$ cat src/rtl/ffinv_pkg.sv
// Shared constants and state encoding for the GF(2^8) inverse block.
package ffinv_pkg;

    localparam logic [7:0] POLY_DEFAULT = 8'h1B;
    localparam logic [2:0] LAST_STEP    = 3'd6;

    typedef enum logic [1:0] {
        IDLE = 2'd0,
        CALC = 2'd1,
        DONE = 2'd2
    } state_t;

endpackage

$ cat src/rtl/gf_mul8.sv
// Combinational GF(2^8) multiplier, reduced modulo {1,POLY}.
module gf_mul8
    import ffinv_pkg::*;
#(
    parameter logic [7:0] POLY = POLY_DEFAULT
) (
    input  logic [7:0] a,
    input  logic [7:0] b,
    output logic [7:0] p
);

    logic [7:0] prod;
    logic [7:0] shifted;

    // Shift-and-xor: shifted holds a * x^i, folded back whenever bit 7 falls off.
    always_comb begin
        prod    = 8'h00;
        shifted = a;
        for (int i = 0; i < 8; i++) begin
            if (b[i]) begin
                prod = prod ^ shifted;
            end
            shifted = {shifted[6:0], 1'b0} ^ (shifted[7] ? POLY : 8'h00);
        end
    end

    assign p = prod;

endmodule

$ cat src/rtl/ffinv_seq.sv
// Sequential GF(2^8) inverter: computes a^254 by six square-and-multiply steps and a final square.
module ffinv_seq
    import ffinv_pkg::*;
#(
    parameter logic [7:0] POLY = POLY_DEFAULT
) (
    input  logic        clk,
    input  logic        rst,
    input  logic        in_valid,
    output logic        in_ready,
    input  logic [31:0] in_data,
    output logic        out_valid,
    input  logic        out_ready,
    output logic [31:0] out_data
);

    state_t     state;
    logic [7:0] op_a;
    logic [7:0] acc;
    logic [2:0] cnt;
    logic [7:0] sq;
    logic [7:0] sq_mul;
    logic       unused_in_bits;

    assign unused_in_bits = ^in_data[31:8];

    gf_mul8 #(
        .POLY (POLY)
    ) u_square (
        .a (acc),
        .b (acc),
        .p (sq)
    );

    gf_mul8 #(
        .POLY (POLY)
    ) u_mult (
        .a (sq),
        .b (op_a),
        .p (sq_mul)
    );

    always_ff @(posedge clk) begin
        if (rst) begin
            state <= IDLE;
            op_a  <= 8'h00;
            acc   <= 8'h00;
            cnt   <= 3'd0;
        end else begin
            unique case (state)
                IDLE: begin
                    if (in_valid) begin
                        op_a  <= in_data[7:0];
                        acc   <= in_data[7:0];
                        cnt   <= 3'd0;
                        state <= CALC;
                    end
                end
                CALC: begin
                    // Exponent goes 1 -> 3 -> 7 ... -> 127, then the last square lands on 254.
                    acc <= (cnt == LAST_STEP) ? sq : sq_mul;
                    cnt <= cnt + 3'd1;
                    if (cnt == LAST_STEP) begin
                        state <= DONE;
                    end
                end
                DONE: begin
                    if (out_ready) begin
                        state <= IDLE;
                    end
                end
                default: state <= IDLE;
            endcase
        end
    end

    assign in_ready  = (state == IDLE) && !rst;
    assign out_valid = (state == DONE) && !rst;
    assign out_data  = out_valid ? {24'h000000, acc} : 32'h00000000;

endmodule

$ cat config.mk
export PLATFORM = sky130hd
export DESIGN_NAME = ffinv_seq
export DESIGN_NICKNAME = d
export VERILOG_FILES = /design/src/rtl/ffinv_pkg.sv /design/src/rtl/gf_mul8.sv /design/src/rtl/ffinv_seq.sv
export SDC_FILE = /design/constraint.sdc
export NUM_CORES = 1
export LEC_CHECK = 0
export CORE_MARGIN = 8
export CORE_UTILIZATION = 43
export CTS_CLUSTER_DIAMETER = 50
export DETAILED_ROUTE_END_ITERATION = 8
export PLACE_DENSITY_LB_ADDON = 0.2
export SYNTH_ARGS = -nofsm -noshare
export SYNTH_HDL_FRONTEND = slang
export SYNTH_SLANG_ARGS = --single-unit
$ cat constraint.sdc
create_clock -name clk -period 9 [get_ports clk]
set_input_delay 1.8 -clock clk [delete_from_list [all_inputs] [get_ports clk]]
set_output_delay 1.8 -clock clk [all_outputs]
set_load 0.05 [all_outputs]
==> results summary <==
The fraction of layout cells with a size suffix above 1 is 0.06109. Counting every instance in the synthesized netlist gives 450. Setup repair after global routing left no endpoint under its margin. The post-synthesis async set-or-reset flop share is 0. The worst slack at placement came out at 2.655 ns. The cell count of the worst hold path came out at 2. The via total after detailed routing is 2963. The TritonCTS clock tree is built. The total of buffers placed on input and output ports is 21.

The routed length per placed instance came out at 16.75 µm. The detailed-routing iteration count for the pre-antenna-repair pass came out at 4. The setup slack after layout came out at 2.647 ns.

The synthesized cell area is 3585 µm². In the layout the commonest cells are 78 x sky130_fd_sc_hd__nand2_1, 54 x sky130_fd_sc_hd__xnor2_1, 34 x sky130_fd_sc_hd__a21oi_1. The global-route usage over all layers came out at 0.1640. The slowest stage of the critical path belongs to the cell sky130_fd_sc_hd__clkdlybuf4s50_1. Grouping stages by cell kind, the critical path spends the most delay in buffers and inverters. After clock tree synthesis, the repair step resized 0 gates. The flow ran to the end, and the final reports show no timing, DRC or antenna violations. The data arrival time of the critical path is 4.55 ns. For this run, the leading register cell type out of synthesis is sky130_fd_sc_hd__dfxtp_1. Measured in cells, the most critical reg-to-reg path has a length of 12. The congestion estimate from routability-driven global placement came to 0.8150. The flip-flop and latch area is 420.4 µm². Across the run, the number of max-cap violations was 0.

The layout overhead on the synthesized area came out at 3.490%. The via density per instance came out at 5.417. The maximum clock frequency is 0.1574 GHz. The first global-routing pass estimated 15170 µm of wire. The count of clock tree sinks is 21. 70 I/O pins were placed. The tree is rooted in a sky130_fd_sc_hd__clkbuf_8.

The path with the worst hold slack has its endpoint at cnt[1]$_SDFFE_PP0P_. The met2 usage in global routing came out at 0.2829. In this run the worst hold path is classified as register to register. The final-report max-slew violation count was 0. Synthesis inferred 21 register bits. Subtracting the final worst setup slack from the clock period gives 6.353 ns.

For the worst-skew pair, the clock arrives at the later sink with an insertion delay of 0.27 ns. The H-tree level count is 1. In this run, CTS created clock tree buffers numbering 3. The relative slew slack came out at 0.1608. The met1 capacity usage during global routing came out at 0.2148. The yosys synthesis warning count came out at 0.

In this design, the critical path's most frequently occurring cell is sky130_fd_sc_hd__clkdlybuf4s50_1. The buffer count from post-CTS setup fixing is 0. Summed over all layers, the global routing overflow is 0.

The HPWL after detailed placement is 6656 µm. In this run the horizontal extent of the chip is 107.3 µm. Once placement finished, the instance area stood at 3664 µm².

In the routed design, unresolved DRC markers number 0. The most heavily used metal layer in global routing is met2. STA classifies the critical path endpoint as a primary output. The biggest fanout along the worst timing path is 27. The number of buffers on the longest clock path is 2.

The clock transition at the registers of the reported paths is 0.08 ns. The library cell used most frequently in the layout, excluding fill and tap cells, is sky130_fd_sc_hd__nand2_1. Entering global routing, the biggest net connects 29 pins. The floorplan step set the die height to 107.3 µm. The count of hold-fix buffers inserted at cts is 0. The critical path goes through clkdlybuf4s50_1 -> nor3b_1 -> and2_1 -> clkdlybuf4s50_1. The area of all placed cells without fillers came out at 3710 µm².

The startpoint identified for the worst register-to-register timing path is acc[7]$_SDFFE_PP0P_. Setup violations remaining at the end of the flow were counted as 0. STA classifies the critical path startpoint as an input port. The final sum of negative setup slack is 0 ns. The initial core utilization is 0.4407. The final-layout fill cell count is 836. The area occupied by multi-input gates is 2864 µm². The maximum clock skew at final layout is 0.001614 ns.

The count of distinct cell types in the synthesized netlist is 62. The kind of critical path is input port to primary output. The slew at the pin closest to its max-slew limit came out at 1.256 ns.

The endpoint identified for the worst register-to-register timing path is acc[3]$_SDFFE_PP0P_. For this run, the register share of the synthesized area comes to 0.1173. The sum of buffers and inverters on the critical path came out at 2. The core region is 8134 µm². The site row count is 33. The number of antenna repair diodes is 0. The hold violation total from the final report is 0. The mean area per synthesized cell came out at 7.966 µm². The number of antenna violations at the first check in global routing is 0. The number of flops mapped to enable cells by yosys came out at 0. The count of nets left with antenna violations once routing finished came out at 0. The origin of the worst min-delay path is cnt[1]$_SDFFE_PP0P_.

Data on the critical path is required at its endpoint by 7.20 ns. The total detailed-routing wirelength is 9164 µm. For this block, the initial DRC count from the detailed router was 163. The number of nets at the end of the flow is 482. The met3 track demand over resource is 0.01198. The share of the cycle needed by the critical path after routing is 0.7058. The biggest cell delay along the critical path came out at 0.91 ns. The via count of the first global-routing pass came out at 2977. The worst-case register-to-register setup slack came out at 4.73 ns. The floorplan step defined a die boundary enclosing 11510 µm².
[cell type report]
class / instances / share of cell area
Clock buffer: 3 / 0.01113
Clock inverter: 1 / 0.001349
Inverter: 6 / 0.006071
Multi-Input combinational cell: 388 / 0.7720
Sequential cell: 21 / 0.1133
Tap cell: 105 / 0.03541
Timing Repair Buffer: 23 / 0.06071
[how the worst max path moves through the flow]
stage          cells after the start  slack (ns)  start           to
2_1_floorplan                      3        3.21    rst  out_data[0]
3_3_place_gp                       4        2.72    rst  out_data[5]
3_5_place_dp                       4        2.66    rst  out_data[7]
4_1_cts                            4        2.65    rst  out_data[2]
5_1_grt                            4        2.41    rst  out_data[2]
6_report                           4        2.65    rst  out_data[2]
[per-layer routing]
| metal | up-vias | wire length (µm) |
|---|---|---|
| met5 | - | 0 |
| met4 | 0 | 141 |
| met3 | 9 | 318 |
| met2 | 70 | 4373 |
| met1 | 1434 | 4331 |
| li1 | 1450 | - |
[cells in the mapped netlist, types with 2 or more instances]
| master | n | area share |
|---|---|---|
| sky130_fd_sc_hd__a211o_1 | 3 | 0.0073 |
| sky130_fd_sc_hd__a211oi_1 | 3 | 0.0063 |
| sky130_fd_sc_hd__a21oi_1 | 34 | 0.047 |
| sky130_fd_sc_hd__a221oi_1 | 2 | 0.0049 |
| sky130_fd_sc_hd__a22oi_1 | 3 | 0.0063 |
| sky130_fd_sc_hd__and2_1 | 11 | 0.019 |
| sky130_fd_sc_hd__buf_1 | 2 | 0.0021 |
| sky130_fd_sc_hd__buf_2 | 8 | 0.011 |
| sky130_fd_sc_hd__buf_4 | 30 | 0.063 |
| sky130_fd_sc_hd__buf_6 | 3 | 0.0094 |
| sky130_fd_sc_hd__clkbuf_1 | 14 | 0.015 |
| sky130_fd_sc_hd__dfxtp_1 | 21 | 0.12 |
| sky130_fd_sc_hd__ha_1 | 3 | 0.010 |
| sky130_fd_sc_hd__inv_1 | 6 | 0.0063 |
| sky130_fd_sc_hd__mux2_2 | 2 | 0.0063 |
| sky130_fd_sc_hd__mux2i_1 | 18 | 0.050 |
| sky130_fd_sc_hd__nand2_1 | 78 | 0.082 |
| sky130_fd_sc_hd__nand2b_1 | 10 | 0.017 |
| sky130_fd_sc_hd__nand3_1 | 8 | 0.011 |
| sky130_fd_sc_hd__nand3b_1 | 3 | 0.0063 |
| sky130_fd_sc_hd__nor2_1 | 29 | 0.030 |
| sky130_fd_sc_hd__nor2b_1 | 4 | 0.0070 |
| sky130_fd_sc_hd__nor3_1 | 3 | 0.0042 |
| sky130_fd_sc_hd__nor3b_1 | 5 | 0.010 |
| sky130_fd_sc_hd__o211ai_1 | 2 | 0.0042 |
| sky130_fd_sc_hd__o21a_1 | 2 | 0.0042 |
| sky130_fd_sc_hd__o21ai_0 | 17 | 0.024 |
| sky130_fd_sc_hd__o221ai_1 | 2 | 0.0049 |
| sky130_fd_sc_hd__o22ai_1 | 3 | 0.0052 |
| sky130_fd_sc_hd__o2bb2ai_1 | 2 | 0.0049 |
| sky130_fd_sc_hd__o31ai_1 | 2 | 0.0042 |
| sky130_fd_sc_hd__or3b_2 | 2 | 0.0049 |
| sky130_fd_sc_hd__xnor2_1 | 54 | 0.13 |
| sky130_fd_sc_hd__xnor2_2 | 4 | 0.018 |
| sky130_fd_sc_hd__xnor2_4 | 2 | 0.015 |
| sky130_fd_sc_hd__xnor3_1 | 19 | 0.12 |
| sky130_fd_sc_hd__xor2_1 | 11 | 0.027 |
[cell families after synthesis]
| group | share of synthesized area |
|---|---|
| adder cells (fa/ha/maj) | 0.01047 |
| buffers and inverters | 0.1079 |
| other | 0.001046 |
| XOR/XNOR | 0.3295 |
| AND/OR/NAND/NOR | 0.2087 |
| AO/OA/AOI/OAI | 0.1644 |
| flip-flops | 0.1173 |
| multiplexers | 0.06073 |
[registers in the layout, summed over array words and instances, names as in the netlist]
name / flops
acc: 8
op_a: 8
cnt: 3
state: 2
[worst reg2reg max path: stages (launching register included)]
cell                      delay (ns)
sky130_fd_sc_hd__dfxtp_1        0.32
sky130_fd_sc_hd__buf_4          0.28
sky130_fd_sc_hd__ha_1           0.39
sky130_fd_sc_hd__xnor2_2        0.47
sky130_fd_sc_hd__mux2_4         0.39
sky130_fd_sc_hd__xnor2_4        0.31
sky130_fd_sc_hd__xnor3_1        0.57
sky130_fd_sc_hd__xnor2_2        0.35
sky130_fd_sc_hd__mux2i_1        0.27
sky130_fd_sc_hd__xor2_1         0.16
sky130_fd_sc_hd__xnor3_1        0.41
sky130_fd_sc_hd__mux2i_1        0.18
sky130_fd_sc_hd__o21ai_1        0.08
[through the flow]
| step | cells | hold WS (ns) | util |
|---|---|---|---|
| finish | 547 | 0.5398 | 0.4561 |
| global route | 547 | 0.5650 | 0.4561 |
| CTS | 547 | 0.5383 | 0.4561 |
| detailed placement | 543 | 0.5251 | 0.4504 |
| global placement | 543 | 0.5030 | 0.4504 |
| floorplan | 473 | 0.4837 | - |
Power is not shown: default switching activity piles up to over one toggle a cycle in this logic, so the estimate is an artifact.
